## config.mk

```make
export PLATFORM = sky130hd
export DESIGN_NAME = aplic_msi_scheduler
export DESIGN_NICKNAME = d
export VERILOG_FILES = /design/src/rtl/aplic_pkg.sv /design/src/rtl/aplic_rr_arbiter.sv /design/src/rtl/aplic_msi_scheduler.sv
export SDC_FILE = /design/constraint.sdc
export NUM_CORES = 1
export LEC_CHECK = 0
export BUFFER_PORTS_ARGS = -buffer_cell sky130_fd_sc_hd__buf_2
export CAP_MARGIN = 20
export CORE_UTILIZATION = 42
export CTS_CLUSTER_SIZE = 14
export DETAILED_ROUTE_END_ITERATION = 16
export PLACE_DENSITY = 0.82
export REMOVE_ABC_BUFFERS = 1
export SYNTH_ARGS = -nofsm -noshare
export SYNTH_HDL_FRONTEND = slang
export SYNTH_SLANG_ARGS = --single-unit
```

## constraint.sdc

```tcl
create_clock -name i_clk -period 3 [get_ports i_clk]
set_input_delay 0.3 -clock i_clk [delete_from_list [all_inputs] [get_ports i_clk]]
set_output_delay 0.3 -clock i_clk [all_outputs]
set_load 0.03 [all_outputs]
```

## src/rtl/aplic_pkg.sv

```systemverilog
// Shared types and constants for the APLIC MSI delivery path.
//   msi_sched_state_e : MSI scheduler FSM states
//   AXI_RESP_OKAY     : AXI B-channel OKAY response code
//   MsiDataW          : width of an MSI write payload
package aplic_pkg;

  typedef enum logic [1:0] {
    IDLE = 2'd0,
    ADDR = 2'd1,
    RESP = 2'd2
  } msi_sched_state_e;

  localparam logic [1:0] AXI_RESP_OKAY = 2'b00;

  localparam int unsigned MsiDataW = 32;

endpackage

```

## src/rtl/aplic_rr_arbiter.sv

```systemverilog
// Round-robin arbiter for domain-shared resources.
// Grants the first set request at or after ptr, wrapping around.
//   req     : request vector
//   en      : grant enable; no grant is issued while low
//   ptr     : highest-priority index for this cycle
//   gnt     : one-hot grant (all zero when nothing is granted)
//   gnt_idx : index of the granted request (0 when nothing is granted)
module aplic_rr_arbiter #(
  parameter int unsigned NrReq = 2,
  localparam int unsigned IdxW = (NrReq > 1) ? $clog2(NrReq) : 1
) (
  input  logic [NrReq-1:0] req,
  input  logic             en,
  input  logic [IdxW-1:0]  ptr,
  output logic [NrReq-1:0] gnt,
  output logic [IdxW-1:0]  gnt_idx
);

  // Scan from ptr upwards; the first hit wins.
  always_comb begin
    int unsigned k;
    logic        found;
    gnt     = '0;
    gnt_idx = '0;
    found   = 1'b0;
    k       = 0;
    for (int unsigned i = 0; i < NrReq; i++) begin
      k = (32'(ptr) + i) % NrReq;
      if (en && !found && req[IdxW'(k)]) begin
        found           = 1'b1;
        gnt[IdxW'(k)]   = 1'b1;
        gnt_idx         = IdxW'(k);
      end
    end
  end

endmodule

```

## src/rtl/aplic_msi_scheduler.sv

```systemverilog
// Sequences MSI writes from the APLIC interrupt domains onto one shared AXI
// write port. Domains are served round-robin; one AW/W/B transaction is in
// flight at a time.
//   i_clk, i_rst                 : clock, async active-high reset
//   i_req_valid/hart/eiid        : per-domain MSI requests (held until ready)
//   o_req_ready                  : one-hot combinational accept pulse
//   o_aw_*, o_w_*, i_b_*, o_b_ready : AXI write master channels
//   o_done, o_err, o_done_domain : completion / error pulse and its domain
//   o_busy                       : a write is in flight
module aplic_msi_scheduler
  import aplic_pkg::*;
#(
  parameter int unsigned      NrDomains    = 2,
  parameter int unsigned      HartIdxW     = 14,
  parameter int unsigned      NrHarts      = 4,
  parameter int unsigned      EiidW        = 11,
  parameter int unsigned      AddrW        = 64,
  parameter logic [AddrW-1:0] BaseAddr     = 'h2400_0000,
  parameter logic [AddrW-1:0] DomainStride = 'h0100_0000,
  parameter int unsigned      HartShift    = 12,
  localparam int unsigned     DomW         = (NrDomains > 1) ? $clog2(NrDomains) : 1
) (
  input  logic                          i_clk,
  input  logic                          i_rst,
  input  logic [NrDomains-1:0]          i_req_valid,
  input  logic [NrDomains*HartIdxW-1:0] i_req_hart,
  input  logic [NrDomains*EiidW-1:0]    i_req_eiid,
  output logic [NrDomains-1:0]          o_req_ready,
  output logic                          o_aw_valid,
  input  logic                          i_aw_ready,
  output logic [AddrW-1:0]              o_aw_addr,
  output logic                          o_w_valid,
  input  logic                          i_w_ready,
  output logic [MsiDataW-1:0]           o_w_data,
  output logic [3:0]                    o_w_strb,
  output logic                          o_w_last,
  input  logic                          i_b_valid,
  input  logic [1:0]                    i_b_resp,
  output logic                          o_b_ready,
  output logic                          o_done,
  output logic                          o_err,
  output logic [DomW-1:0]               o_done_domain,
  output logic                          o_busy
);

  msi_sched_state_e state_q, state_d;

  logic [DomW-1:0]      ptr_q, ptr_d;
  logic [DomW-1:0]      dom_q, dom_d;
  logic [NrDomains-1:0] gnt;
  logic [DomW-1:0]      gnt_idx;
  logic [HartIdxW-1:0]  hart_arr [NrDomains];
  logic [EiidW-1:0]     eiid_arr [NrDomains];
  logic [HartIdxW-1:0]  sel_hart;
  logic [EiidW-1:0]     sel_eiid;
  logic                 hart_bad;
  logic [AddrW-1:0]     grant_addr;

  logic                 aw_valid_d, w_valid_d, b_ready_d;
  logic                 done_d, err_d;
  logic [DomW-1:0]      done_dom_d;
  logic [AddrW-1:0]     addr_d;
  logic [MsiDataW-1:0]  data_d;

  assign o_w_strb = 4'hF;
  assign o_w_last = 1'b1;

  // Unpack the flat per-domain request buses.
  for (genvar d = 0; d < NrDomains; d++) begin : g_unpack
    assign hart_arr[d] = i_req_hart[d*HartIdxW +: HartIdxW];
    assign eiid_arr[d] = i_req_eiid[d*EiidW +: EiidW];
  end

  // Grants only in IDLE; gated by reset so ready reads 0 while in reset.
  aplic_rr_arbiter #(
    .NrReq(NrDomains)
  ) u_arb (
    .req    (i_req_valid),
    .en     ((state_q == IDLE) && !i_rst),
    .ptr    (ptr_q),
    .gnt    (gnt),
    .gnt_idx(gnt_idx)
  );

  assign o_req_ready = gnt;
  assign sel_hart    = hart_arr[gnt_idx];
  assign sel_eiid    = eiid_arr[gnt_idx];
  assign hart_bad    = (64'(sel_hart) >= 64'(NrHarts));

  // IMSIC target: per-domain file region plus per-hart page, wrapping mod 2^AddrW.
  assign grant_addr = BaseAddr
                    + (AddrW'(gnt_idx) * DomainStride)
                    + (AddrW'(sel_hart) << HartShift);

  // Next-state and next-output logic.
  always_comb begin
    state_d    = state_q;
    ptr_d      = ptr_q;
    dom_d      = dom_q;
    aw_valid_d = o_aw_valid;
    w_valid_d  = o_w_valid;
    b_ready_d  = 1'b0;
    done_d     = 1'b0;
    err_d      = 1'b0;
    done_dom_d = o_done_domain;
    addr_d     = o_aw_addr;
    data_d     = o_w_data;

    unique case (state_q)
      IDLE: begin
        if (|gnt) begin
          ptr_d = (gnt_idx == DomW'(NrDomains - 1)) ? '0 : gnt_idx + DomW'(1);
          dom_d = gnt_idx;
          if (sel_eiid == '0) begin
            // EIID 0 is "no interrupt": consume silently.
          end else if (hart_bad) begin
            err_d      = 1'b1;
            done_dom_d = gnt_idx;
          end else begin
            state_d    = ADDR;
            aw_valid_d = 1'b1;
            w_valid_d  = 1'b1;
            addr_d     = grant_addr;
            data_d     = MsiDataW'(sel_eiid);
          end
        end
      end

      ADDR: begin
        // AW and W retire independently; advance once both have.
        if (i_aw_ready) aw_valid_d = 1'b0;
        if (i_w_ready)  w_valid_d  = 1'b0;
        if (!aw_valid_d && !w_valid_d) begin
          state_d   = RESP;
          b_ready_d = 1'b1;
        end
      end

      RESP: begin
        if (i_b_valid) begin
          state_d    = IDLE;
          done_d     = 1'b1;
          err_d      = (i_b_resp != AXI_RESP_OKAY);
          done_dom_d = dom_q;
        end else begin
          b_ready_d = 1'b1;
        end
      end

      default: state_d = IDLE;
    endcase
  end

  // State and registered outputs.
  always_ff @(posedge i_clk or posedge i_rst) begin
    if (i_rst) begin
      state_q       <= IDLE;
      ptr_q         <= '0;
      dom_q         <= '0;
      o_aw_valid    <= 1'b0;
      o_w_valid     <= 1'b0;
      o_b_ready     <= 1'b0;
      o_done        <= 1'b0;
      o_err         <= 1'b0;
      o_done_domain <= '0;
      o_aw_addr     <= '0;
      o_w_data      <= '0;
      o_busy        <= 1'b0;
    end else begin
      state_q       <= state_d;
      ptr_q         <= ptr_d;
      dom_q         <= dom_d;
      o_aw_valid    <= aw_valid_d;
      o_w_valid     <= w_valid_d;
      o_b_ready     <= b_ready_d;
      o_done        <= done_d;
      o_err         <= err_d;
      o_done_domain <= done_dom_d;
      o_aw_addr     <= addr_d;
      o_w_data      <= data_d;
      o_busy        <= (state_d != IDLE);
    end
  end

endmodule

```

* After elaboration in Yosys (flattened, before gate mapping)
Index checks and enable logic that the tools add are counted.
Storage, ports and cells: register bits 86, latch bits 0, bits in writable memories 0, ROM bits 0, bits of input ports 59, logic and storage cells 105, memories 0
Cells by class: add/subtract/negate cells 4, $mul 0, div/mod/pow operators 0, magnitude comparators 6, equality and inequality tests 7, shift-type cells 0, mux-type cells 50, bitwise gates (word level) 4, reductions and logical operators 22
Operators with widths (count):
- two-way mux 14 bit | 3
- two-way mux 11 bit | 3
- adder 31 x 26 -> 32 bit | 1
- adder 30 x 25 -> 31 bit (first input constant) | 1
- two-way mux 1 bit | 29
- greater-or-equal comparator 14 x 3 -> 1 bit (second input constant) | 1
- two-way mux 2 bit | 7
- logical NOT 11 bit | 1
- case mux 1 bit (2 select lines) | 5
- != test 2 bit (second input constant) | 4
- AND reduction 4 bit | 2
- nonzero test 2 bit | 4
- logical AND 1 bit | 7
- case mux 2 bit (3 select lines) | 1
- AND reduction 5 bit | 1
- logical NOT 1 bit | 4
- < comparator 1 x 2 -> 1 bit (second input constant) | 2
- adder 1 bit (second input constant) | 2
- demux 1 bit (select 1 bit) | 2
- == test 2 x 1 -> 1 bit (second input constant) | 1
- == test 2 bit (second input constant) | 1
- greater-or-equal comparator 1 bit (second input constant) | 2
- greater-or-equal comparator 2 bit (second input constant) | 1
- logical NOT 2 bit | 1
- other kinds (6) | 7

* Longest topological paths before layout
depth after elaboration 18, mapped depth 12, depth with buffers taken out 10

* Cells and area by module
Synthesis repeated with hierarchy kept, for this count alone.
Unflattened totals: cells, all modules 246, area total of the unflattened synthesis 2606.2 µm²
By module, submodules not included:
- aplic_msi_scheduler | times used 1, cells each 240, area an instance 2580.0 µm², sequential area each 975.9 µm²
- aplic_rr_arbiter | times used 1, cells each 6, area an instance 26.3 µm², sequential area each 0.0 µm²

* Worst setup path before layout
No wires, ideal clock.
path kind register to register, start point register state_q[0], end point register o_aw_addr[25], setup time 0.125 ns, arrival time 2.185 ns, required time 2.875 ns, slack 0.691 ns, stages on the path, launching flop included 13, path buffers 3, clock period less this slack 2.309 ns, path through dfrtp_1 inv_1 ha_1 buf_4 and3b_1 o21ai_1 buf_6 buf_2 nand2_1 nand2_1 ha_1 ha_1 mux2_2
On the way: elaborated cells on any way between the ends 27
RTL lines:
- start: declaration | line aplic_msi_scheduler.sv:46 | msi_sched_state_e state_q, state_d;
- start signal: assignment | line aplic_msi_scheduler.sv:170 | state_q <= state_d;
- logical NOT 2 bit * | line aplic_msi_scheduler.sv:79 | .en ((state_q == IDLE) && !i_rst),
- logical AND 1 bit * | line aplic_msi_scheduler.sv:79
- logical AND 1 bit | line aplic_rr_arbiter.sv:29 | if (en && !found && req[IdxW'(k)]) begin
- two-way mux 1 bit | line aplic_rr_arbiter.sv:29
- logical NOT 1 bit | line aplic_rr_arbiter.sv:29
- logical AND 1 bit (2 in a row) | line aplic_rr_arbiter.sv:29
- two-way mux 1 bit * | line aplic_rr_arbiter.sv:29
- branches (longest 4 deep; another with adder 30 x 25 -> 31 bit)
- adder 31 x 26 -> 32 bit * | line aplic_msi_scheduler.sv:93 | + (AddrW'(sel_hart) << HartShift);
- net grant_addr[25] | line aplic_msi_scheduler.sv:57 | logic [AddrW-1:0] grant_addr;
- end signal: assignment | line aplic_msi_scheduler.sv:179 | o_aw_addr <= addr_d;
- end: declaration | line aplic_msi_scheduler.sv:31 | output logic [AddrW-1:0] o_aw_addr,
Mark *: on every way through the listed nets, which the timed path passes. The select of a mux whose other input is x is not followed. A chain may end at the register's enable or synchronous reset.

* Final worst setup path
start point register state_q[0], end point register o_w_valid
On the way: cells in the longest elaborated chain, start to end 15, elaborated cells on any way between the ends 29
Ends and longest elaborated chain:
- logical NOT 2 bit | line aplic_msi_scheduler.sv:79, aplic_msi_scheduler.sv:109
- logical AND 1 bit | line aplic_msi_scheduler.sv:79
- logical AND 1 bit | line aplic_rr_arbiter.sv:29
- two-way mux 1 bit | line aplic_rr_arbiter.sv:29
- logical NOT 1 bit | line aplic_rr_arbiter.sv:29
- logical AND 1 bit (2 in a row) | line aplic_rr_arbiter.sv:29
- two-way mux 1 bit | line aplic_rr_arbiter.sv:29
- NOT 1 -> 2 bit (not written as such) | line aplic_msi_scheduler.sv:86, aplic_msi_scheduler.sv:87
- two-way mux 14 bit (not written as such) or two-way mux 11 bit (tied branches) (3 in a row) | line aplic_msi_scheduler.sv:86, aplic_msi_scheduler.sv:87
- greater-or-equal comparator 14 x 3 -> 1 bit or logical NOT 11 bit (tied branches) | line aplic_msi_scheduler.sv:88, aplic_msi_scheduler.sv:114
- != test 2 bit (no line)
- AND reduction 4 bit (no line)
- end signal: assignment | line aplic_msi_scheduler.sv:174 | o_w_valid <= w_valid_d;
- end: declaration | line aplic_msi_scheduler.sv:32 | output logic o_w_valid,
Parallel ways exist; a longest one is shown, timed or not. The select of a mux whose other input is x is not followed.

==> metrics.cfg <==
[cells_and_area]
final_cells=430
drive_gt1_share_pct=32.4
layout.nets=422
syn2layout_area_growth_pct=14.8
final_cell_mix=buf_2 (95), conb_1 (73), dfrtp_1 (39), nand3_1 (21), mux2i_1 (14)
final_common_cell=buf_2
final_util_pct=51.1
antenna_cells=0

[route]
drt-total-wl_mm=5.39
wl_per_cell_um=12.5
firstDrtPassIters=4
drc=0
vias=1998
dr.first_iter.drc_count=96
ant_nets=0
vias_per_cell=4.65

[logic_synthesis]
synth_adder_area_share_pct=3.01
synthSimpleGateAreaFrac_pct=16.8
synth.distinct_cells=39
synthXorXnorAreaFrac_pct=0
synthArstFlopShare_pct=100
synth_top_family_by_area=buffers and inverters
synth_flop_cell=dfrtp_1
yosysWarnings=0
synthMuxAreaShare_pct=6.96
synth-seq-cells=39
synth_compound_area_share_pct=7.62
synth_edf_count=0
syn_area_mm2=0.00250
ys_seq_area_share_pct=39.1
synth_cells=262
avgSynthCellArea_um2=9.53

[sta]
drv_slew=0
hold_viol_final=0
fin_worst_skew_ns=0.00691
hold_ws_ns=0.139
finalCritPeriodShare_pct=77.1
fin_tns_setup_ns=0
finalCriticalPeriod_ns=2.31
setup_violations=0
rsz0062_at_grt=no
fmax_mhz=432

[run_status]
status=completed

[floorplan]
die_w_um=79.1
core-area_mm2=0.00561
chipHeight_um=79.1
die-area_mm2=0.00626
pin_count=169
fp-row-count=27
start_util_pct=44.5

[grt]
grt_pass1_wl_mm=8.46
grt_use_total_pct=17.9
grt.overflow.total=0
antenna_found_initial=0
grt_pass1_vias=1810
grt_max_degree=40

[placed_design]
io_buffer_count=95
place_hpwl_mm=4.28
place_congestion=0.917
placed_cells=422

[setup_path]
crit_path_end=o_w_valid
cp-start-kind=flop
reg2reg_depth=8
required_ns=3.17
critical_path.max_fanout=17
worstPathArrival_ns=2.49
crit_start=state_q[0]
r2r-start=state_q[0]
endpoint_kind=flop
path_class=flop to flop
r2r_slack_ns=0.69
r2r_end=o_w_valid

[cts]
postCtsSetupRepairBufs=0
htree_levels=2
clock_latency_ns=0.30
clk_pin_slew_ns=0.08
hold_buffers=0
root_buffer=clkbuf_8
clock_sinks=39
tritoncts=built
clockBufferDepth=2
cts_made_buffers=5
cts_resized=0

[pwr]
leakage_nw=1.75
ir_drop_uv=193
power_density_mw_per_mm2=463

[job]
cap_violations=0

[hold_path]
hp-class=input pin to async pin

## worst min path at each step
stage                          endpoint  slack, ns  cells past startpoint
after floorplan                  o_done       0.44                      1
after global placement    o_aw_addr[29]       0.45                      1
after detailed placement  o_aw_addr[29]       0.46                      1
after CTS                 o_aw_addr[21]       0.15                      3
after global routing      o_aw_addr[16]       0.19                      3
final                     o_aw_addr[26]       0.14                      3
## worst max-delay path: stages (launching register included)
cell,delay [ns]
dfrtp_1,0.42
inv_1,0.10
ha_1,0.35
nand3b_1,0.16
a21oi_2,0.23
nand3b_1,0.34
buf_4,0.31
a31oi_1,0.17
o22ai_1,0.10
## per-layer routing
| layer | vias to the layer above | wire length (µm) | track usage (%) |
|---|---|---|---|
| met3 | 14 | 422 | 4.02 |
| met1 | 921 | 2140 | 20.4 |
| met2 | 118 | 2700 | 30.7 |
| li1 | 945 | - | - |
| met4 | 0 | 132 | 10.0 |
| met5 | - | 0 | 0 |
## per-stage QoR
step                      setup slack [ns]  total power [mW]  cell area, µm²
after detailed placement             0.687             0.881            2750
final                                0.687              1.33            2870
after floorplan                      0.203             0.798            2150
after global placement               0.844             0.875            2750
after CTS                            0.672              1.34            2870
after global routing                 0.436              1.39            2870
## where the power goes
part / internal, mW / total (mW) / switching [mW]
clock network: 0.252 / 0.454 / 0.202
registers: 0.545 / 0.558 / 0.0138
logic: 0.0793 / 0.314 / 0.235
## sequential cells by signal (all words and copies together) (netlist names)
register / flops
o_busy: 1
o_b_ready: 1
o_aw_addr: 17
o_aw_valid: 1
ptr_q: 1
state_q: 2
o_err: 1
o_w_valid: 1
o_w_data: 11
o_done_domain: 1
o_done: 1
dom_q: 1
## layout make-up
type | count | area, µm²
Sequential cell | 39 | 976
Timing Repair Buffer | 99 | 505
Tap cell | 72 | 90.1
Clock buffer | 5 | 68.8
Inverter | 11 | 43.8
Multi-Input combinational cell | 201 | 1140
Clock inverter | 3 | 47.5
Fill cell | 520 | 2740
## Yosys cell counts (2+ instances only)
cell,n,area (µm²)
ha_1,6,75.1
mux2_2,3,33.8
conb_1,2,7.51
nor4_1,10,62.6
nor2_1,6,22.5
nor3_1,5,25.0
inv_1,10,37.5
a31oi_1,3,18.8
nand2_1,8,30.0
a21oi_1,5,25.0
buf_6,3,33.8
o21ai_1,9,45.0
nand3b_1,2,15.0
dfrtp_1,39,976
mux2i_1,14,140
or3_1,2,12.5
buf_4,74,556
clkbuf_1,2,7.51
o21ai_0,6,30.0
nand3_1,21,105
and3b_1,2,17.5
buf_2,2,10.0
o22ai_1,2,12.5
and3_1,10,62.6
nor2b_1,2,12.5
## logic make-up after synthesis
logic type	after synthesis
buffers and inverters	93
and+or+nand+nor	73
DFF	39
AOI/OAI and AO/OA	32
muxes	17
adders and majority gates	6
other	2
No activity file was read; power rests on OpenSTA's default activity.
